<file path="config.mk">
export PLATFORM = sky130hd
export DESIGN_NAME = uart_receiver
export DESIGN_NICKNAME = d
export VERILOG_FILES = /design/src/rtl/uart_pkg.sv /design/src/rtl/uart_baud_tick.sv /design/src/rtl/uart_receiver.sv
export SDC_FILE = /design/constraint.sdc
export NUM_CORES = 1
export LEC_CHECK = 0
export ABC_AREA = 1
export BUFFER_PORTS_ARGS = -buffer_cell sky130_fd_sc_hd__buf_2
export CAP_MARGIN = 20
export CORE_UTILIZATION = 45
export DETAILED_ROUTE_END_ITERATION = 8
export PLACE_DENSITY = 0.71
export SYNTH_ARGS = -nofsm -noshare
export SYNTH_HDL_FRONTEND = slang
export SYNTH_SLANG_ARGS = --single-unit
</file>
<file path="constraint.sdc">
create_clock -name clk -period 1.95 [get_ports clk]
set_clock_uncertainty 0.15 [all_clocks]
set_input_delay 0.2925 -clock clk [delete_from_list [all_inputs] [get_ports clk]]
set_output_delay 0.2925 -clock clk [all_outputs]
set_load 0.03 [all_outputs]
</file>
<file path="src/rtl/uart_pkg.sv">
// Shared UART definitions: FSM state encoding, default line settings and the
// baud divider used by both the receive and transmit engines.
package uart_pkg;

   localparam int DEFAULT_BAUD = 115200;
   localparam int DEFAULT_OVS  = 16;

   typedef enum logic [2:0] {
      IDLE,
      START,
      DATA,
      PARITY,
      STOP
   } uart_state_t;

   // Clocks per oversample tick; integer truncation.
   function automatic int baud_div(input int clk_freq, input int baud, input int ovs);
      return clk_freq / (baud * ovs);
   endfunction

endpackage

</file>
<file path="src/rtl/uart_baud_tick.sv">
// Free-running oversample tick generator: one-cycle tick every DIV clocks.
// Shared by the receiver (OVS=16) and the transmitter (OVS=1).
module uart_baud_tick
   import uart_pkg::*;
#(
   parameter int CLK_FREQ = 50000000,
   parameter int BAUD     = DEFAULT_BAUD,
   parameter int OVS      = DEFAULT_OVS
) (
   input  logic clk,
   input  logic rst,
   output logic tick
);

   localparam int DIV = baud_div(CLK_FREQ, BAUD, OVS);
   localparam int CW  = (DIV > 1) ? $clog2(DIV) : 1;

   if (DIV < 1) begin : g_div_check
      $error("uart_baud_tick: CLK_FREQ is too low for BAUD*OVS");
   end

   logic [CW-1:0] cnt;

   assign tick = (cnt == CW'(DIV - 1));

   // NOTE: sequential state uses non-blocking assignments only, so every flop
   // samples the pre-edge values regardless of block ordering.
   always_ff @(posedge clk) begin
      if (!rst)      cnt <= '0;
      else if (tick) cnt <= '0;
      else           cnt <= cnt + 1'b1;
   end

endmodule

</file>
<file path="src/rtl/uart_receiver.sv">
// 8N1 UART receive engine, 16x oversampled mid-bit sampling, valid/ready output.
// Define UART_RECEIVER_PARITY_EN to add a parity bit, PARITY_ODD and parity_err.
module uart_receiver
   import uart_pkg::*;
#(
   parameter int CLK_FREQ  = 50000000,
   parameter int BAUD      = DEFAULT_BAUD,
   parameter int OVS       = DEFAULT_OVS,
   parameter int DATA_BITS = 8
`ifdef UART_RECEIVER_PARITY_EN
   ,
   parameter bit PARITY_ODD = 1'b0
`endif
) (
   input  logic                 clk,
   input  logic                 rst,
   input  logic                 rx,
   output logic [DATA_BITS-1:0] rx_data,
   output logic                 rx_valid,
   input  logic                 rx_ready,
   output logic                 frame_err,
   output logic                 overrun,
`ifdef UART_RECEIVER_PARITY_EN
   output logic                 parity_err,
`endif
   output logic                 busy
);

   localparam int OSW = $clog2(OVS);
   localparam int BW  = $clog2(DATA_BITS);
   localparam logic [OSW-1:0] OS_MID   = OSW'(OVS / 2 - 1);
   localparam logic [OSW-1:0] OS_LAST  = OSW'(OVS - 1);
   localparam logic [BW-1:0]  BIT_LAST = BW'(DATA_BITS - 1);
`ifdef UART_RECEIVER_PARITY_EN
   localparam uart_state_t AFTER_DATA = PARITY;
`else
   localparam uart_state_t AFTER_DATA = STOP;
`endif

   if (OVS < 4 || (OVS % 2) != 0 || DATA_BITS < 5 || DATA_BITS > 8) begin : g_param_check
      $error("uart_receiver: OVS must be even and >= 4, DATA_BITS in 5..8");
   end

   logic                 tick;
   logic [1:0]           sync_q;
   logic                 rx_s;
   uart_state_t          state, state_n;
   logic [OSW-1:0]       os_cnt;
   logic [BW-1:0]        bit_idx;
   logic [DATA_BITS-1:0] shreg;
   logic                 armed;
   logic os_clr, os_inc, bit_clr, bit_inc, shift_en, arm_set, arm_clr;
   logic frame_ok, frame_bad, stop_dec, par_sample;

   uart_baud_tick #(.CLK_FREQ(CLK_FREQ), .BAUD(BAUD), .OVS(OVS)) u_tick (
      .clk  (clk),
      .rst  (rst),
      .tick (tick)
   );

   // NOTE: rx is asynchronous; only the second synchroniser flop may feed logic.
   assign rx_s = sync_q[1];
   assign busy = (state != IDLE);

   always_ff @(posedge clk) begin
      if (!rst) state <= IDLE;
      else      state <= state_n;
   end

   // NOTE: every always_comb output gets a default first so no latch is inferred.
   always_comb begin
      state_n    = state;
      os_clr     = 1'b0;
      os_inc     = 1'b0;
      bit_clr    = 1'b0;
      bit_inc    = 1'b0;
      shift_en   = 1'b0;
      arm_set    = 1'b0;
      arm_clr    = 1'b0;
      frame_ok   = 1'b0;
      frame_bad  = 1'b0;
      stop_dec   = 1'b0;
      par_sample = 1'b0;
      if (tick) begin
         case (state)
            IDLE: begin
               if (rx_s) arm_set = 1'b1;
               else if (armed) begin
                  state_n = START;
                  os_clr  = 1'b1;
               end
            end
            START: begin
               if (os_cnt == OS_MID) begin
                  state_n = rx_s ? IDLE : DATA;
                  os_clr  = 1'b1;
                  bit_clr = 1'b1;
               end else os_inc = 1'b1;
            end
            DATA: begin
               if (os_cnt == OS_LAST) begin
                  shift_en = 1'b1;
                  os_clr   = 1'b1;
                  if (bit_idx == BIT_LAST) state_n = AFTER_DATA;
                  else                     bit_inc = 1'b1;
               end else os_inc = 1'b1;
            end
`ifdef UART_RECEIVER_PARITY_EN
            PARITY: begin
               if (os_cnt == OS_LAST) begin
                  par_sample = 1'b1;
                  os_clr     = 1'b1;
                  state_n    = STOP;
               end else os_inc = 1'b1;
            end
`endif
            STOP: begin
               if (os_cnt == OS_LAST) begin
                  stop_dec  = 1'b1;
                  os_clr    = 1'b1;
                  state_n   = IDLE;
                  frame_ok  = rx_s;
                  frame_bad = !rx_s;
                  arm_clr   = !rx_s;  // a held break must go high before re-arming
               end else os_inc = 1'b1;
            end
            default: state_n = IDLE;
         endcase
      end
   end

   always_ff @(posedge clk) begin
      if (!rst) begin
         sync_q    <= 2'b11;
         os_cnt    <= '0;
         bit_idx   <= '0;
         shreg     <= '0;
         armed     <= 1'b0;
         rx_data   <= '0;
         rx_valid  <= 1'b0;
         frame_err <= 1'b0;
         overrun   <= 1'b0;
      end else begin
         sync_q    <= {sync_q[0], rx};
         frame_err <= frame_bad;
         overrun   <= 1'b0;
         if (os_clr)       os_cnt <= '0;
         else if (os_inc)  os_cnt <= os_cnt + 1'b1;
         if (bit_clr)      bit_idx <= '0;
         else if (bit_inc) bit_idx <= bit_idx + 1'b1;
         if (shift_en)     shreg <= {rx_s, shreg[DATA_BITS-1:1]};
         if (arm_clr)      armed <= 1'b0;
         else if (arm_set) armed <= 1'b1;
         if (frame_ok && (!rx_valid || rx_ready)) begin
            rx_data  <= shreg;
            rx_valid <= 1'b1;
         end else begin
            if (frame_ok) overrun  <= 1'b1;
            if (rx_ready) rx_valid <= 1'b0;
         end
      end
   end

`ifdef UART_RECEIVER_PARITY_EN
   logic par_bad;

   always_ff @(posedge clk) begin
      if (!rst) begin
         par_bad    <= 1'b0;
         parity_err <= 1'b0;
      end else begin
         if (par_sample) par_bad <= (^shreg) ^ rx_s ^ PARITY_ODD;
         parity_err <= stop_dec && par_bad;
      end
   end
`else
   logic unused_par;
   assign unused_par = par_sample;
`endif

endmodule

</file>
# ---- Word-level counts from Yosys, hierarchy flattened
# Index checks and enable logic that the tools add are counted.
dict set report totals {
  register_bits 37
  out_inout_bits 12
}
dict set report op_classes {
  addsub 3
  n_eq_ne 13
  muxes 38
  n_bitwise 1
  reduce_logical 14
}
# cell n
set op_table {}
lappend op_table {{1-bit two-way mux} 28}
lappend op_table {{3-bit two-way mux} 6}
lappend op_table {{2-bit != test, second input constant} 6}
lappend op_table {{3-bit one-hot mux with 4 select lines} 1}
lappend op_table {{2-bit OR reduction} 6}
lappend op_table {{7-bit AND reduction} 1}
lappend op_table {{3-bit == test, second input constant} 2}
lappend op_table {{5-bit by 1-bit adder with 5-bit output, second input constant} 1}
lappend op_table {{5-bit == test, second input constant} 1}
lappend op_table {{4-bit by 1-bit adder with 4-bit output, second input constant} 1}
lappend op_table {{4-bit by 3-bit == test with 1-bit output, second input constant} 1}
lappend op_table {{4-bit == test, second input constant} 1}
lappend op_table {{3-bit by 1-bit adder with 3-bit output, second input constant} 1}
lappend op_table {{3-bit by 1-bit == test with 1-bit output, second input constant} 1}
lappend op_table {{3-bit by 2-bit == test with 1-bit output, second input constant} 1}
lappend op_table {{3-bit logical NOT} 1}
lappend op_table {{1-bit one-hot mux with 3 select lines} 1}
lappend op_table {{3-bit nonzero test} 1}
lappend op_table {{1-bit logical NOT} 2}
lappend op_table {{2-bit two-way mux} 1}
lappend op_table {{1-bit one-hot mux with 2 select lines} 1}
lappend op_table {{2-bit nonzero test} 1}
lappend op_table {{1-bit logical AND} 1}
lappend op_table {{1-bit logical OR} 1}
lappend op_table {{1-bit NOT} 1}

# ---- Longest topological paths before layout
# Gate-level depths: netlist of the first run.
dict set report depth {
  word_depth 6
  mapped_depth 10
  ltp_nobuf 10
}

# ---- Hierarchy
# From an unflattened synthesis of the first run, not the netlist that was laid out.
dict set report hier_totals {
  cells_unflattened 226
  area_unflattened_um2 1689.1
}
# mod n_inst cells_per_inst area_each_um2 seq_area_each_um2
set modules_own_cells {}
lappend modules_own_cells {uart_receiver 1 194 1442.6 640.6}
lappend modules_own_cells {uart_baud_tick 1 32 246.5 100.1}

# ---- Worst setup path after synthesis of the first run
# Ideal clock, no wire load.
dict set report synth_path {
  path_type {register to register}
  startpoint {register os_cnt[0]}
  endpoint {register rx_data[5]}
  arrival_ns 1.355
  t_required_ns 1.668
  setup_slack_ns 0.313
  path_stages_with_launch 7
  path_buffers 0
  period_less_slack_ns 1.637
  path_cell_list {dfxtp_1 > ha_1 > nand3_4 > nor3_4 > nand3_4 > nand2_1 > a21oi_1}
}
dict set report synth_via {
  elab_chain_len 5
}
# element line
set synth_lines {}
lappend synth_lines {{from (decl)} uart_receiver.sv:48} ;# logic [OSW-1:0] os_cnt;
lappend synth_lines {{from (signal assigned)} uart_receiver.sv:148} ;# else if (os_inc) os_cnt <= os_cnt + 1'b1;
lappend synth_lines {{4-bit == test} uart_receiver.sv:118} ;# if (os_cnt == OS_LAST) begin
lappend synth_lines {{1-bit two-way mux} uart_receiver.sv:118}
lappend synth_lines {{1-bit two-way mux} uart_receiver.sv:85} ;# case (state)
lappend synth_lines {{1-bit two-way mux} uart_receiver.sv:84} ;# if (tick) begin
lappend synth_lines {{1-bit logical AND} uart_receiver.sv:154} ;# if (frame_ok && (!rx_valid || rx_ready)) begin
lappend synth_lines {{to (signal assigned)} uart_receiver.sv:155} ;# rx_data <= shreg;
lappend synth_lines {{to (decl)} uart_receiver.sv:18} ;# output logic [DATA_BITS-1:0] rx_data,
# No other way between the ends.
# A chain may end at the register's enable or synchronous reset.

# ---- Final worst setup path of the first run
dict set report layout_path {
  startpoint {register os_cnt[0]}
  endpoint {register rx_data[7]}
}
# Same word-level chain as after synthesis.

==> metrics.md, run 1 <==
| Metric | Value |
|---|---|
| Warnings from Yosys | 0 |
| Netlist cell types | 24 |
| Setup TNS | 0 ps |
| Worst-margin pin slew | roughly 390 ps |
| Hold WS | between 20 and 30 ps |
| I/O Pins | 16 |
| Post-synthesis simple-gate area fraction | a little over a third |
| Post-synthesis mux area share | 0% |
| IO Port Bufs | 15 |
| Clk buf depth | 2 |
| RR Endpoint | rx_data[7] |
| Avg Cell Area, Syn | 7.586 um2 |
| Sequential-to-total area share from yosys stat | between 40% and 50% |
| Final Slew Violations | 0 |
| Post-detailed-placement half-perimeter wirelength | roughly 2300 um |
| Vias per cell | 4.948 |
| CP max stage cell | nor3_4 |
| Synth Register Bits | 37 |
| CTS buffer count | 5 |
| Worst path max stage delay | just under 400 ps |
| Worst reg-to-reg setup slack | around 170 ps |
| CTS hold repair buffers | 0 |
| Crit start category | flip-flop |
| GRT Util Overall | a little under a fifth |
| Post-route ant nets | 0 |
| GP Congestion | 0.7975 |
| Most frequent cells in the layout | 59 x nand2_1, 37 x dfxtp_1, 22 x inv_1 |
| Initial DRC count | 74 |
| Worst skew pair latency | between 200 and 300 ps |
| Final hold vios | 0 |
| Die W | roughly 63 um |
| Vias in the first global route | approximately 1,400 |
| Clk slew on worst S/H paths | 80 ps |
| CP dominant cell by count | nand3_4 |
| Post_cts resized | 0 |
| H-tree lvl count | 2 |
| CTS tree | yes |
| Layout cells sized above 1 | 15.29% |
| Dpl cells | between 200 and 300 |
| Crit path to | rx_data[7] |
| Non-Filler Instances | about 290 |
| Crit path launch | os_cnt[0] |
| DRC | 0 |
| Mapped cell area | 1677 um2 |
| Routed Wire Length | roughly 3100 um |
| Commonest non-fill, non-tap cell in the layout | nand2_1 |
| Max-Slew Margin vs Limit | 74.18% |
| Clk sinks | 37 |
| Die Span Y | between 60 and 70 um |
| Final Cycle Share | 91.37% |
| Die ar. | 3974 um2 |
| Xor/xnor share of the synthesized area | under 10% |
| Required @ worst endpoint | ~2000 ps |
| Largest family of logic cells by synthesized area | simple AND/OR/NAND/NOR gates |
| Synth Net Count | between 200 and 250 |
| Largest net degree at the start of global routing | 16 |
| Wire length per cell | 10.75 um |
| Status | finished, final reports clean |
| Post-CTS setup repair buffer count | 0 |
| Initial antenna violation count | 0 |
| Starting Density | just under 50% |
| Fin nets | 250 |
| Hold Path Class | primary input to flip-flop |
| # rows | 21 |
| Synth Area in Compound Gates | 8.806% |
| VDD IR max | around 0.45 mV |
| R2r worst-path depth | 6 |
| RSZ-0062 raised after global routing | no |
| Worst EP arrival | ~1800 ps |
| Crit path cell chain | ha_1, nand3_4, nor3_4, nand3_4, nand2_1, a21oi_1 |
| Area after DPL | about 1800 um2 |
| Power Density | between 700 and 800 nW/um2 |
| Final instance area | around 1900 um2 |
| Max Clock Freq | 561.2 MHz |
| Max-capacitance violation count | 0 |
| Critical path class | flip-flop to flip-flop |
| Via count | 1,425 |
| Final Critical Period | approximately 1800 ps |
| Diode count | 0 |
| Final setup vio count | 0 |
| Crit Path Max Fanout | 9 |
| Synthesized instance count | between 200 and 250 |
| Root Buffer | clkbuf_8 |
| Core Area | between 3000 and 4000 um2 |
| TritonRoute pass-1 iters | 4 |
| CP endpoint kind | flip-flop |
| Global-route wire length before repair | around 5700 um |
| Grt ovf | 0 |
| Leakage | between 0.8 and 0.9 nW |
| Worst R2R Start | os_cnt[0] |
| Adder-cell share of the synthesized area | ~3.7% |
| Syn-to-layout area delta | 13.36% |
-- how the worst min path moves through the flow --
stage                     depth (start not counted)  startpoint         to
after CTS                                         2          rx  sync_q[0]
final                                             2          rx  sync_q[0]
after detailed placement                          1   sync_q[0]  sync_q[1]
after global placement                            1   sync_q[0]  sync_q[1]
after global routing                              2          rx  sync_q[0]
after floorplan                                   1   sync_q[0]  sync_q[1]
-- cells in the mapped netlist, drive strengths merged --
master,number,area [um2]
buf,1,7.510
o21a,1,7.510
inv,23,86.33
and3,1,6.260
nor3,5,58.81
ha,5,62.56
nor2,23,91.34
or2,2,12.51
xor2,2,17.52
xnor2,1,8.760
o21ai,7,35.03
nand4,10,62.56
a21oi,21,105.1
clkbuf,4,15.01
and2,1,6.260
nor3b,1,7.510
nand2,60,227.7
dfxtp,37,740.7
nand3,16,117.6
-- registers in the layout, indices dropped and copies added, names as in the netlist --
signal,count
rx_data,8
bit_idx,3
state,3
armed,1
sync_q,2
u_tick.cnt,5
os_cnt,4
shreg,8
overrun,1
rx_valid,1
frame_err,1
-- stage by stage --
| step | power (mW) | setup WS [ps] | util, % |
|---|---|---|---|
| 6_report | 1.335 | 168.2 | 55.22 |
| 4_1_cts | 1.354 | 164.1 | 55.11 |
| 5_1_grt | 1.386 | 12.44 | 55.22 |
| 3_3_place_gp | 0.8185 | 209.2 | 52.56 |
| 2_1_floorplan | 0.8085 | 312.6 | - |
| 3_5_place_dp | 0.8192 | 164.5 | 52.56 |
-- report_power, final --
part	switching, mW	total (mW)	internal, mW	leakage (nW)
sequential	0.00578	0.768	0.762	0.299
clock	0.282	0.533	0.252	0.0374
combinational	0.0217	0.0333	0.0115	0.476
-- layer usage --
layer | share of wire, % | up-vias | GRT usage [%]
li1 | - | 758 | -
met1 | 49 | 641 | 23.96
met2 | 46 | 20 | 27.96
met3 | 3.7 | 6 | 6.022
met4 | 1.9 | 0 | 9.593
met5 | 0 | - | 0
-- cells by family after synthesis --
kind of cell	Yosys count
buffers and inverters	28
adders and majority gates	5
AOI/OAI and AO/OA	29
xor gates and xnor gates	3
and+or+nand+nor	119
DFF	37
-- cell type report --
cell class / instances / area (um2)
tap: 46 / 57.56
inverter: 23 / 86.33
fill: 333 / 1541
timing repair buffer: 18 / 101.3
clock buffer: 6 / 72.57
clock inverter: 2 / 15.01
multi-input combinational: 156 / 827.0
sequential: 37 / 740.7
-- critical path, delay by kind of cell, from the launching register on --
kind                       cells  cell delay [ps]
AOI/OAI and AO/OA              1               60
adders and majority gates      1              280
DFF                            1              370
and+or+nand+nor                4              810
Note: power is estimated with default switching activity, not from simulation.
==> run 2, diff against run 1 <==
- ABC_AREA: 1 -> default
- SYNTH_HIERARCHICAL: default -> 1
==> metrics.md, run 2 <==
| Metric | Value |
|---|---|
| Status | finished, final reports clean |
| Top-count cell post-synth | dfxtp_1 |
| Final setup vio count | 0 |
| Avg Cell Area, Syn | around 9.4 um2 |
| CTS tree | yes |
| # rows | 22 |
| Crit start category | flip-flop |
| Worst EP arrival | between 1500 and 2000 ps |
| Clk sinks | 37 |
| Clk slew on worst S/H paths | roughly 80 ps |
| Layout cells sized above 1 | a little under a third |
| Clk buf depth | 2 |
| Crit Path Max Fanout | 7 |
| Crit path cell chain | inv_1, ha_1, and4b_2, o211ai_2, buf_4, or3_4, a211oi_2 |
| CP delay by family, top | simple AND/OR/NAND/NOR gates |
| DP Worst Slack | -30.60 ps |
| H-tree lvl count | 2 |
| Power Density | between 600 and 700 nW/um2 |
| Max-Slew Margin vs Limit | roughly three quarters |
| EDFF count, synth | 0 |
| Via count | roughly 1,400 |
| Core Area | ~3700 um2 |
| Die ar. | slightly above 4000 um2 |
| GRT Util Overall | 18.79% |
| Die Span Y | about 64 um |
| Critical path class | flip-flop to flip-flop |
| Initial DRC count | just under 100 |
| Netlist cell types | 43 |
| Syn-to-layout area delta | 21.12% |
| CP max stage cell | or3_4 |
| Synth Net Count | 191 |
| Vias per cell | roughly 5.4 |
| Sequential-to-total area share from yosys stat | a little over two fifths |
| Vias in the first global route | 1,324 |
| IO Port Bufs | 15 |
| Final Critical Period | approximately 1900 ps |
| Area after DPL | slightly below 2000 um2 |
| Leakage | 0.8438 nW |
| Final setup margin | ~56 ps |
| CTS buffer count | 5 |
| Final Cycle Share | a little over nine tenths |
| Synthesized instance count | approximately 180 |
| TritonRoute pass-1 iters | 4 |
| Wire length per cell | roughly 14 um |
| Max-capacitance violation count | 0 |
| Required @ worst endpoint | 2010 ps |
| Starting Density | approximately 47% |
| Commonest non-fill, non-tap cell in the layout | dfxtp_1 |
| Synth area leaders | dfxtp_1 43%, mux2i_1 5.2%, o21ai_0 5.0% |
| Crit path buf inv count | 2 |
| Grt ovf | 0 |
| Synth area leader | dfxtp_1 |
| I/O Pins | 16 |
| CTS hold repair buffers | 0 |
| Worst-margin pin slew | between 300 and 400 ps |
| Worst reg-to-reg setup slack | 60 ps |
| Largest net degree at the start of global routing | 18 |
| Synth Register Bits | 37 |
| Post-detailed-placement half-perimeter wirelength | roughly 2300 um |
| Global-route wire length before repair | roughly 5900 um |
| Max Clock Freq | roughly 530 MHz |
| Most frequent cells after synthesis | 37 x dfxtp_1, 17 x o21ai_0, 15 x nand2_1 |
| Root Buffer | clkbuf_8 |
| Async SR Flop Fraction | 0% |
| Worst path max stage delay | around 370 ps |
| Prevailing post-synth register cell | dfxtp_1 |
| DRC | 0 |
| Mapped cell area | about 1700 um2 |
| VDD IR max | ~0.34 mV |
| Die W | roughly 64 um |
| Routed Wire Length | 3524 um |
| Most frequent cells in the layout | 35 x dfxtp_1, 17 x buf_4, 15 x nand2_1, 15 x buf_2 |
| Initial antenna violation count | 0 |
| Hold Path Class | primary input to flip-flop |
| Hold WS | around 45 ps |
| Final Slew Violations | 0 |
| CP endpoint kind | flip-flop |
| RSZ-0062 raised after global routing | yes |
| Fin nets | 220 |
| Worst skew pair latency | between 200 and 300 ps |
| Diode count | 0 |
| Top flop regs | rx_data x8, shreg x8, u_tick/cnt x5 |
| Warnings from Yosys | 6 |
| Final instance area | about 2100 um2 |
| Post-route ant nets | 0 |
| GP Congestion | between 0.8 and 0.9 |
| Top cell type's share of synthesized area | 43.12% |
| Final hold vios | 0 |
[run 2: cell count changes after synthesis, sizes merged, moves of 4 or more]
cell,change
nand2,-45
a21oi,-12
nand4,-8
buf,+5
nor2,-12
mux2i,+9
o21ai,+11
inv,-19
nand2b,+4
[run 2: path summary, 6_finish.rpt]
path | startpoint | to | cells after the start
min reg2reg | sync_q[0] | sync_q[1] | 1
max | u_tick/cnt[0] | os_cnt[0] | 7
max reg2reg | u_tick/cnt[0] | os_cnt[0] | 7
min | rx | sync_q[0] | 2
[run 2: layout make-up]
cell class	count	area [um2]
fill	339	1580
multi-input combinational	128	928.4
sequential	37	743.2
timing repair buffer	34	234.0
clock buffer	6	82.58
tap	48	60.06
inverter	5	18.77
clock inverter	2	13.76
[run 2: per-stage QoR]
| stage | utilization, % | setup TNS (ps) | power, mW | std cells |
|---|---|---|---|---|
| floorplan | - | 0 | 0.8146 | 182 |
| global placement | 52.67 | 0 | 0.8320 | 250 |
| detailed placement | 52.67 | -74.66 | 0.8330 | 250 |
| CTS | 55.33 | 0 | 1.397 | 258 |
| global route | 56.84 | -161.1 | 1.437 | 260 |
| finish | 56.84 | 0 | 1.388 | 260 |
[run 2: power by group]
group	internal, mW	total, mW	switching, mW
registers	0.763	0.767	0.00458
logic	0.0204	0.0496	0.0292
clock network	0.287	0.571	0.284
[run 2: what timing repair did]
action                                 4_1_cts  5_1_grt
resized for setup                            1       13
setup endpoints to repair                    4       18
endpoints found under the hold margin        0        0
pin swaps                                    0        4
buffers inserted                             0        2
[run 2: cell families after synthesis]
logic type / count (synthesis) / share of synthesized area, %
AO/OA/AOI/OAI: 39 / 15.22
XOR/XNOR: 5 / 2.549
adder cells (fa/ha/maj): 5 / 3.642
buffers and inverters: 17 / 4.879
flip-flops: 37 / 43.12
multiplexers: 9 / 5.244
AND/OR/NAND/NOR: 70 / 25.35
[run 2: per-layer routing]
layer | routed length [um] | track usage [%]
met1 | 1717 | 23.80
met2 | 1647 | 30.45
met3 | 129 | 5.000
met4 | 29 | 6.818
met5 | 0 | 0
==> run 3, diff against run 2 <==
- clock period: 1.95 -> 2.2 ns (I/O delays scaled with it)
==> metrics.md, run 3 (same netlist as run 2, synthesis figures left out) <==
| Metric | Value |
|---|---|
| Crit path buf inv count | 1 |
| Vias per cell | 5.356 |
| Routed Wire Length | 3113 um |
| GP Congestion | 0.7893 |
| Power Density | ~620 nW/um2 |
| Syn-to-layout area delta | 12.38% |
| CP max stage cell | or4_1 |
| Worst EP arrival | between 2000 and 2500 ps |
| Max-capacitance violation count | 0 |
| Setup TNS | 0 ps |
| DRC | 0 |
| Die ar. | approximately 4000 um2 |
| Final Slew Violations | 0 |
| Final Critical Period | about 2000 ps |
| IO Port Bufs | 15 |
| Final Cycle Share | 91.76% |
| Grt ovf | 0 |
| Max Clock Freq | around 500 MHz |
| Post-detailed-placement half-perimeter wirelength | roughly 2200 um |
| Crit Path Max Fanout | 7 |
| CTS hold repair buffers | 0 |
| I/O Pins | 16 |
| CTS tree | yes |
| Post_cts resized | 0 |
| H-tree lvl count | 2 |
| Final hold vios | 0 |
| Final setup vio count | 0 |
| Via count | roughly 1,300 |
| Post-CTS setup repair buffer count | 0 |
| Area after DPL | about 1800 um2 |
| Layout cells sized above 1 | between 20% and 30% |
| # rows | 22 |
| Status | finished, final reports clean |
| Worst-margin pin slew | approximately 470 ps |
| Clk sinks | 37 |
| Required @ worst endpoint | approximately 2300 ps |
| Initial antenna violation count | 0 |
| Clk slew on worst S/H paths | ~70 ps |
| Dpl cells | 240 |
| Starting Density | 46.92% |
| Die W | ~64 um |
| Vias in the first global route | between 1,000 and 1,500 |
| CTS buffer count | 5 |
| Hold Path Class | primary input to flip-flop |
| Worst path max stage delay | approximately 510 ps |
| GRT Util Overall | between 15 and 20% |
| Diode count | 0 |
| Post-route ant nets | 0 |
| VDD IR max | roughly 0.43 mV |
| Clk buf depth | 2 |
| Global-route wire length before repair | 5361 um |
| Crit start category | flip-flop |
| Commonest non-fill, non-tap cell in the layout | dfxtp_1 |
| Top flop regs | rx_data x8, shreg x8, u_tick/cnt x5 |
| Largest net degree at the start of global routing | 20 |
| Most frequent cells in the layout | 37 x dfxtp_1, 17 x o21ai_0, 15 x nand2_1, 15 x buf_2, 14 x nand3_1 |
| RSZ-0062 raised after global routing | no |
| Core Area | between 3000 and 4000 um2 |
| CP endpoint kind | flip-flop |
| Initial DRC count | 40 |
| Post-layout util | approximately 53% |
| Max-Slew Margin vs Limit | slightly below 70% |
| Fin nets | around 210 |
| Worst skew pair latency | roughly 300 ps |
| TritonRoute pass-1 iters | 4 |
| Final instance area | 1931 um2 |
| Filler cells | roughly 330 |
| CP delay by family, top | simple AND/OR/NAND/NOR gates |
| Wire length per cell | between 10 and 15 um |
| Critical path class | flip-flop to flip-flop |
| Leakage | around 0.77 nW |
| Root Buffer | clkbuf_8 |
| Die Span Y | approximately 64 um |
| Hold WS | about 62 ps |
| Crit path cell chain | inv_1, ha_1, and4b_1, o211ai_2, or4_1, a211oi_2 |
| Non-Filler Instances | ~250 |
run 3: cell count changes in the layout (fill, tap and decap cells not counted), sizes merged:
cell      previous run  this run
buf                 34        22
clkinv               3         1
clkinvlp             0         1
run 3: per-stage QoR:
step / total power, mW / setup slack [ps]
after floorplan: 0.7220 / 222.6
after global placement: 0.7314 / 242.1
after detailed placement: 0.7317 / 215.6
after CTS: 1.215 / 163.3
after global routing: 1.239 / 12.82
final: 1.201 / 181.4
run 3: cell type report:
cell class | instances | area, um2 | area share [%]
multi-input combinational | 128 | 893.4 | 46.27
sequential | 37 | 740.7 | 38.37
timing repair buffer | 22 | 127.6 | 6.610
clock buffer | 6 | 82.58 | 4.277
tap | 48 | 60.06 | 3.111
inverter | 5 | 18.77 | 0.9721
clock inverter | 1 | 7.507 | 0.3889
run 3: final timing paths:
check                              startpoint         to  slack (ps)  cells past startpoint
worst max-delay path            u_tick/cnt[0]  os_cnt[3]         180                      6
worst min-delay path                       rx  sync_q[0]          60                      2
worst max register to register  u_tick/cnt[0]  os_cnt[3]         180                      6
worst min register to register      sync_q[0]  sync_q[1]         280                      1
run 3: layer usage:
layer	up-vias	GRT usage, %	share of wire [%]
met5	-	0	0
met4	0	9.375	1.9
li1	688	-	-
met2	20	27.26	44
met1	609	21.32	50
met3	6	6.071	4.0
run 3: power by group:
group          internal (mW)  switching, mW  leakage, nW
sequential             0.676        0.00705        0.299
combinational         0.0131         0.0201        0.426
clock                  0.247          0.237       0.0433
total                  0.936          0.265        0.768
